`src/rtl/rom_arb_pkg.sv`:
```
// rom_arb_pkg: shared widths, grant encoding, request bundle and the
// word-alignment helper for the ROM32 port arbiter.
// Optional build macro: ROM_ARB_ROUND_ROBIN_EN (used by rom_arb_grant).
package rom_arb_pkg;

  // ROM32 byte-address width (word aligned) and word width
  localparam int ADDR_W = 11;
  localparam int DATA_W = 32;

  // Which port, if any, owns the ROM this cycle
  typedef enum logic [1:0] {
    GNT_NONE,
    GNT_IF,
    GNT_LS
  } grant_e;

  // One requester's view of the ROM: a request strobe plus its byte address
  typedef struct packed {
    logic              req;
    logic [ADDR_W-1:0] addr;
  } rom_req_t;

  // A ROM access must land on a 32-bit word boundary
  function automatic logic misaligned(input logic [ADDR_W-1:0] addr);
    return (addr[1:0] != 2'b00);
  endfunction

endpackage

```
`src/rtl/rom_port_arbiter_if.sv`:
```
// rom_port_arbiter_if: bundles the IF port, the LS port and the ROM32 side
// of the arbiter. The slave modport is the arbiter's view; the master
// modport is the view of the requesters and the ROM.
// Optional build macro: ROM_ARB_ROUND_ROBIN_EN (no effect on this file).
interface rom_port_arbiter_if;
  import rom_arb_pkg::*;

  // Instruction-fetch port
  logic              if_req;
  logic [ADDR_W-1:0] if_addr;
  logic              if_gnt;
  logic              if_rvalid;
  logic [DATA_W-1:0] if_rdata;
  logic              if_err;

  // Load/store constant-read port
  logic              ls_req;
  logic [ADDR_W-1:0] ls_addr;
  logic              ls_gnt;
  logic              ls_rvalid;
  logic [DATA_W-1:0] ls_rdata;
  logic              ls_err;

  // Combinational ROM32
  logic [ADDR_W-1:0] rom_addr;
  logic [DATA_W-1:0] rom_data;

  modport slave (
    input  if_req, if_addr, ls_req, ls_addr, rom_data,
    output if_gnt, if_rvalid, if_rdata, if_err,
    output ls_gnt, ls_rvalid, ls_rdata, ls_err,
    output rom_addr
  );

  modport master (
    output if_req, if_addr, ls_req, ls_addr, rom_data,
    input  if_gnt, if_rvalid, if_rdata, if_err,
    input  ls_gnt, ls_rvalid, ls_rdata, ls_err,
    input  rom_addr
  );

endinterface

```
`src/rtl/rom_arb_grant.sv`:
```
// rom_arb_grant: picks at most one of IF/LS each cycle.
// Default build: IF has fixed priority, but an LS request that has been
// denied MAX_WAIT cycles in a row wins the next contention.
// With ROM_ARB_ROUND_ROBIN_EN defined: a one-bit last-grant pointer makes
// the two ports alternate whenever both are requesting.
module rom_arb_grant
  import rom_arb_pkg::*;
#(
  parameter int MAX_WAIT = 4
) (
  input  logic   clk,
  input  logic   rst_n,
  input  logic   if_req,
  input  logic   ls_req,
  output grant_e grant
);

`ifdef ROM_ARB_ROUND_ROBIN_EN

  // High when LS got the most recent grant, so IF wins the first tie
  logic last_ls;

  // Remember who was served last; idle cycles leave the pointer alone
  always_ff @(posedge clk or negedge rst_n) begin
    if (!rst_n) begin
      last_ls <= 1'b1;
    end else if (grant == GNT_IF) begin
      last_ls <= 1'b0;
    end else if (grant == GNT_LS) begin
      last_ls <= 1'b1;
    end
  end

  // Ties go to whoever was not served last; a lone requester always wins
  always_comb begin
    grant = GNT_NONE;
    if (!rst_n) begin
      grant = GNT_NONE;
    end else if (if_req && ls_req) begin
      grant = last_ls ? GNT_IF : GNT_LS;
    end else if (if_req) begin
      grant = GNT_IF;
    end else if (ls_req) begin
      grant = GNT_LS;
    end
  end

`else

  // MAX_WAIT of 0 still needs a one-bit counter that simply stays at 0
  localparam int CW = (MAX_WAIT > 0) ? $clog2(MAX_WAIT + 1) : 1;
  localparam logic [CW-1:0] WAIT_LIMIT = CW'(MAX_WAIT);

  logic [CW-1:0] wait_cnt;
  logic [CW-1:0] wait_cnt_next;

  // Consecutive-denial counter for a pending LS request
  always_ff @(posedge clk or negedge rst_n) begin
    if (!rst_n) begin
      wait_cnt <= '0;
    end else begin
      wait_cnt <= wait_cnt_next;
    end
  end

  // IF first, unless LS is alone or has waited long enough
  always_comb begin
    grant = GNT_NONE;
    if (!rst_n) begin
      grant = GNT_NONE;
    end else if (ls_req && (!if_req || (wait_cnt == WAIT_LIMIT))) begin
      grant = GNT_LS;
    end else if (if_req) begin
      grant = GNT_IF;
    end
  end

  // Count denied LS cycles up to the limit; a grant or a dropped request clears it
  always_comb begin
    wait_cnt_next = '0;
    if (ls_req && (grant != GNT_LS)) begin
      wait_cnt_next = (wait_cnt == WAIT_LIMIT) ? wait_cnt : wait_cnt + 1'b1;
    end
  end

`endif

endmodule

```
`src/rtl/rom_port_arbiter.sv`:
```
// rom_port_arbiter: shares the combinational ROM32 between instruction
// fetch (IF) and load-path constant reads (LS). The grant is decided in the
// same cycle, the ROM address is muxed from the winner, and the ROM word is
// registered back to that port one cycle later with an alignment error flag.
// Optional build macro: ROM_ARB_ROUND_ROBIN_EN (selects round-robin grant).
module rom_port_arbiter
  import rom_arb_pkg::*;
#(
  parameter int MAX_WAIT = 4
) (
  input  logic                  clk,
  input  logic                  rst_n,
  rom_port_arbiter_if.slave     bus
);

  grant_e            grant;
  rom_req_t          sel;
  logic              sel_err;
  logic [DATA_W-1:0] sel_word;

  logic              if_rvalid_q;
  logic [DATA_W-1:0] if_rdata_q;
  logic              if_err_q;
  logic              ls_rvalid_q;
  logic [DATA_W-1:0] ls_rdata_q;
  logic              ls_err_q;

  rom_arb_grant #(
    .MAX_WAIT (MAX_WAIT)
  ) u_grant (
    .clk    (clk),
    .rst_n  (rst_n),
    .if_req (bus.if_req),
    .ls_req (bus.ls_req),
    .grant  (grant)
  );

  // Route the winning port's request to the ROM; no winner means address 0
  always_comb begin
    sel = '0;
    case (grant)
      GNT_IF:  sel = '{req: 1'b1, addr: bus.if_addr};
      GNT_LS:  sel = '{req: 1'b1, addr: bus.ls_addr};
      default: sel = '0;
    endcase
  end

  // A misaligned access returns a zero word instead of ROM data
  always_comb begin
    sel_err  = misaligned(sel.addr);
    sel_word = sel_err ? '0 : bus.rom_data;
  end

  // Capture the ROM word for the granted port; rdata/err hold between responses
  always_ff @(posedge clk or negedge rst_n) begin
    if (!rst_n) begin
      if_rvalid_q <= 1'b0;
      if_rdata_q  <= '0;
      if_err_q    <= 1'b0;
      ls_rvalid_q <= 1'b0;
      ls_rdata_q  <= '0;
      ls_err_q    <= 1'b0;
    end else begin
      if_rvalid_q <= 1'b0;
      ls_rvalid_q <= 1'b0;
      if (sel.req && (grant == GNT_IF)) begin
        if_rvalid_q <= 1'b1;
        if_rdata_q  <= sel_word;
        if_err_q    <= sel_err;
      end
      if (sel.req && (grant == GNT_LS)) begin
        ls_rvalid_q <= 1'b1;
        ls_rdata_q  <= sel_word;
        ls_err_q    <= sel_err;
      end
    end
  end

  assign bus.if_gnt    = (grant == GNT_IF);
  assign bus.ls_gnt    = (grant == GNT_LS);
  assign bus.rom_addr  = sel.addr;

  assign bus.if_rvalid = if_rvalid_q;
  assign bus.if_rdata  = if_rdata_q;
  assign bus.if_err    = if_err_q;
  assign bus.ls_rvalid = ls_rvalid_q;
  assign bus.ls_rdata  = ls_rdata_q;
  assign bus.ls_err    = ls_err_q;

endmodule

```
`src/flat_wrapper.sv`:
```
// flat-port wrapper written by rule: the top's interface ports become plain ports
module rom_port_arbiter_flat import rom_arb_pkg::*;
#(
  parameter int MAX_WAIT = 4
)
  (clk, rst_n, bus_if_req, bus_if_addr, bus_ls_req, bus_ls_addr, bus_rom_data, bus_if_gnt, bus_if_rvalid, bus_if_rdata, bus_if_err, bus_ls_gnt, bus_ls_rvalid, bus_ls_rdata, bus_ls_err, bus_rom_addr);
  rom_port_arbiter_if bus_i ();
  input  logic clk;
  input  logic rst_n;
  input wire logic [$bits(bus_i.if_req)-1:0] bus_if_req;
  input wire logic [$bits(bus_i.if_addr)-1:0] bus_if_addr;
  input wire logic [$bits(bus_i.ls_req)-1:0] bus_ls_req;
  input wire logic [$bits(bus_i.ls_addr)-1:0] bus_ls_addr;
  input wire logic [$bits(bus_i.rom_data)-1:0] bus_rom_data;
  output wire logic [$bits(bus_i.if_gnt)-1:0] bus_if_gnt;
  output wire logic [$bits(bus_i.if_rvalid)-1:0] bus_if_rvalid;
  output wire logic [$bits(bus_i.if_rdata)-1:0] bus_if_rdata;
  output wire logic [$bits(bus_i.if_err)-1:0] bus_if_err;
  output wire logic [$bits(bus_i.ls_gnt)-1:0] bus_ls_gnt;
  output wire logic [$bits(bus_i.ls_rvalid)-1:0] bus_ls_rvalid;
  output wire logic [$bits(bus_i.ls_rdata)-1:0] bus_ls_rdata;
  output wire logic [$bits(bus_i.ls_err)-1:0] bus_ls_err;
  output wire logic [$bits(bus_i.rom_addr)-1:0] bus_rom_addr;
  assign bus_i.if_req = bus_if_req;
  assign bus_i.if_addr = bus_if_addr;
  assign bus_i.ls_req = bus_ls_req;
  assign bus_i.ls_addr = bus_ls_addr;
  assign bus_i.rom_data = bus_rom_data;
  assign bus_if_gnt = bus_i.if_gnt;
  assign bus_if_rvalid = bus_i.if_rvalid;
  assign bus_if_rdata = bus_i.if_rdata;
  assign bus_if_err = bus_i.if_err;
  assign bus_ls_gnt = bus_i.ls_gnt;
  assign bus_ls_rvalid = bus_i.ls_rvalid;
  assign bus_ls_rdata = bus_i.ls_rdata;
  assign bus_ls_err = bus_i.ls_err;
  assign bus_rom_addr = bus_i.rom_addr;
  rom_port_arbiter #(.MAX_WAIT(MAX_WAIT)) u_core (.clk(clk), .rst_n(rst_n), .bus(bus_i));
endmodule
```
`config.mk`:
```
export PLATFORM = sky130hd
export DESIGN_NAME = rom_port_arbiter_flat
export DESIGN_NICKNAME = d
export VERILOG_FILES = /design/src/rtl/rom_arb_pkg.sv /design/src/rtl/rom_port_arbiter_if.sv /design/src/rtl/rom_arb_grant.sv /design/src/rtl/rom_port_arbiter.sv /design/src/flat_wrapper.sv
export SDC_FILE = /design/constraint.sdc
export NUM_CORES = 1
export LEC_CHECK = 0
export CORE_MARGIN = 2
export CORE_UTILIZATION = 60
export CTS_CLUSTER_DIAMETER = 120
export DETAILED_ROUTE_END_ITERATION = 16
export DONT_BUFFER_PORTS = 1
export PLACE_DENSITY = 0.81
export SETUP_SLACK_MARGIN = 0.5
export SYNTH_ARGS = -nofsm -noshare
export SYNTH_HDL_FRONTEND = slang
export SYNTH_HIERARCHICAL = 1
export SYNTH_SLANG_ARGS = --single-unit
```
`constraint.sdc`:
```
create_clock -name clk -period 6.05 [get_ports clk]
set_input_delay 0.9075 -clock clk [delete_from_list [all_inputs] [get_ports clk]]
set_output_delay 0.9075 -clock clk [all_outputs]
set_load 0.01 [all_outputs]
```
==> summary.md <==
| Metric | Value |
|---|---|
| Pwr/cell area | `around 360 nW/um2` |
| # resized after CTS | `0` |
| Root buffer cell | `clkbuf_8` |
| Max cap viols | `0` |
| Peak supply drop | `approximately 0.19 mV` |
| Ys Warns | `6` |
| Slowest CP cell | `ha_1` |
| Arr. time, crit path | `approximately 2.3 ns` |
| Max Fclk | `between 0.3 and 0.4 GHz` |
| Share of layout cells above drive strength 1 | `slightly above 7%` |
| Worst-margin pin slew | `between 0.6 and 0.7 ns` |
| Worst path bufs/invs | `1` |
| Status | `finished, final reports clean` |
| Simple-gate share of the synthesized area | `11.4%` |
| Routed WL per cell | `approximately 16 um` |
| DRT Pass-1 Iters | `4` |
| Most frequent cells in the layout | `nand2_1 (73), dfrtp_1 (71), inv_1 (69)` |
| Synth Area in Compound Gates | `between 10% and 20%` |
| Most common cell on crit path | `ha_1` |
| Clock slew at reported path FFs | `0.08 ns` |
| Largest area contributor in the netlist | `dfrtp_1` |
| Grt ovf | `0` |
| Latest clock arrival within the worst-skew pair | `approximately 0.33 ns` |
| Num CTS Buffers | `9` |
| Post-synthesis cell count | `344` |
| Largest family of logic cells by synthesized area | `compound AO/OA/AOI/OAI gates` |
| Pin count of the biggest net entering global routing | `76` |
| Vias in the first global route | `approximately 2200` |
| TritonCTS clock tree | `done` |
| Clock skew | `around 0.0068 ns` |
| Slowest Stage Delay on Critical Path | `~0.54 ns` |
| Post-DP Area | `about 3100 um2` |
| Fraction of registers with async set/reset | `100%` |
| Top FF cell, synth | `dfrtp_1` |
| Dpl hpwl | `approximately 4.4 mm` |
| Final std cells w/o fill | `409` |
| Post-synth top area share | `between 50% and 60%` |
| Mux share of post-synthesis cell area | `less than 1%` |
| Placed cell count | `just under 400` |
| Final hold vios | `0` |
| H-tree depth | `3` |
| Via/cell ratio | `roughly 5.5` |
| Leak Pwr | `1.54 nW` |
| Total track usage | `between 20 and 25%` |
| Worst-path cell chain | `inv_1 > ha_1 > nand2_1 > a21oi_1 > ha_1 > a22oi_1 > nor2_1` |
| #FFs+latches synth | `71` |
| Sequential-to-total area share from yosys stat | `56.8%` |
| Commonest non-fill, non-tap cell in the layout | `nand2_1` |
| CP Capture Type | `primary output` |
| CP delay by family, top | `adder cells` |
| Required @ worst endpoint | `5.14 ns` |
| GPL Wtd Cong | `approximately 0.76` |
| Post-Syn Area | `about 3100 um2` |
| Hold_buf cts | `0` |
| Final wirelength | `between 6 and 7 mm` |
| Clock sinks | `slightly above 70` |
| Via count | `2267` |
| Core Region | `just over 5000 um2` |
| Final min period | `3.22 ns` |
| Final Net Count | `just under 400` |
| IO buf count | `0` |
| First-pass GRT wire length | `approximately 10 mm` |
| Final setup viols | `0` |
| Hold Crit Class | `in2async` |
| Synth Area in XOR/XNOR | `0%` |
| RSZ-0062 raised after global routing | `no` |
| Slew headroom | `~56%` |
| Critical Path Fanout Max | `13` |
| Num rows | `26` |
| Antenna violations before repair | `0` |
| Final instance area | `approximately 3400 um2` |
| Top cells by area, synth | `dfrtp_1 (57%), o22ai_1 (13%), nand2_1 (8.8%)` |
| Drc violations | `0` |
| Setup TNS | `0 ns` |
| IO Count | `139` |
| Starting Density | `61.7%` |
| Pins Over Slew Limit | `0` |
| Die X | `roughly 76 um` |
| Die Y | `between 70 and 80 um` |
| Post-CTS setup buffer count | `0` |
| CTS max path bufs | `2` |
| Adder-cell share of the synthesized area | `2.40%` |
| Library cells used by synthesis | `18` |
| Hold WS | `roughly 0.26 ns` |
| Antenna fix cells | `0` |
| DR iter-0 viols | `~150` |
| Post-synth EDFFs | `0` |
| Area grow syn2layout | `7.92%` |
| Post-Syn Nets | `408` |
| Die area | `roughly 5800 um2` |
| Avg Cell Area, Syn | `roughly 9.1 um2` |
| Startpoint type of the worst setup path | `flop` |
| Final ANT Viol Nets | `0` |
| Worst setup path class | `reg2out` |
| Final period utilization | `a little over half` |
flip-flops by register name, summed over array words and instances, names as in the netlist:
register / flops
u_core/bus.if_rdata: 32
u_core/bus.ls_rdata: 32
u_core/u_grant/wait_cnt: 3
u_core/bus.if_err: 1
u_core/bus.if_rvalid: 1
u_core/bus.ls_err: 1
u_core/bus.ls_rvalid: 1
stage by stage:
step | setup WS (ns) | utilization (%) | power (mW)
final | 2.83 | 66.5 | 1.21
after floorplan | 3.10 | - | 0.756
after detailed placement | 2.86 | 62.0 | 0.796
after CTS | 2.81 | 66.5 | 1.22
after global placement | 2.99 | 62.0 | 0.784
after global routing | 2.70 | 66.5 | 1.27
cell families (layout without fill, tap and decap cells):
group / Yosys count / count (layout)
mux: 2 / 2
fa+ha+maj: 6 / 6
compound gates: 81 / 81
simple gates: 91 / 91
flops: 71 / 71
buf+inv: 93 / 88
per-layer routing:
metal  up-vias  share of wire, %  track usage, %
met5         -                 0               0
met4         0               1.1            8.18
met3         6               9.4            9.95
met2        99                51            38.9
met1      1064                38            25.5
li1       1098                 -               -
area by class of cell:
class,instances,area (um2)
timing repair buffer,3,22.5
clock buffer,11,151
clock inverter,5,80.1
sequential,71,1780
tap,70,87.6
multi-input combinational,180,1000
inverter,69,259
fill,425,1700
where the power goes:
part | internal [mW] | switching (mW) | total (mW)
registers | 0.556 | 0.0976 | 0.654
logic | 0.0565 | 0.0736 | 0.130
clock network | 0.254 | 0.169 | 0.423
final timing paths:
kind,from,endpoint,slack (ns),cells after the start
min in group clk,u_core/u_grant/wait_cnt[0]$_DFFE_PN0P_,u_core/u_grant/wait_cnt[0]$_DFFE_PN0P_,0.57,2
worst min register to register,u_core/u_grant/wait_cnt[0]$_DFFE_PN0P_,u_core/u_grant/wait_cnt[0]$_DFFE_PN0P_,0.57,2
max in group asynchronous,rst_n,u_core/bus.if_rdata[6]$_DFFE_PN0P_,5.68,0
worst max register to register,u_core/u_grant/wait_cnt[0]$_DFFE_PN0P_,u_core/bus.if_rdata[22]$_DFFE_PN0P_,3.11,9
worst max-delay path,u_core/u_grant/wait_cnt[0]$_DFFE_PN0P_,bus_rom_addr[9],2.83,7
worst min-delay path,rst_n,u_core/bus.if_rdata[29]$_DFFE_PN0P_,0.26,0
synth_stat cells, types with 2 or more instances:
| cell | instances |
|---|---|
| a22oi_1 | 11 |
| a31oi_1 | 2 |
| buf_1 | 2 |
| buf_2 | 4 |
| buf_4 | 4 |
| clkbuf_1 | 14 |
| dfrtp_1 | 71 |
| ha_1 | 6 |
| inv_1 | 69 |
| mux2_2 | 2 |
| nand2_1 | 73 |
| nand2b_1 | 3 |
| nor2_1 | 13 |
| o22ai_1 | 66 |
No activity file was read; power rests on OpenSTA's default activity.
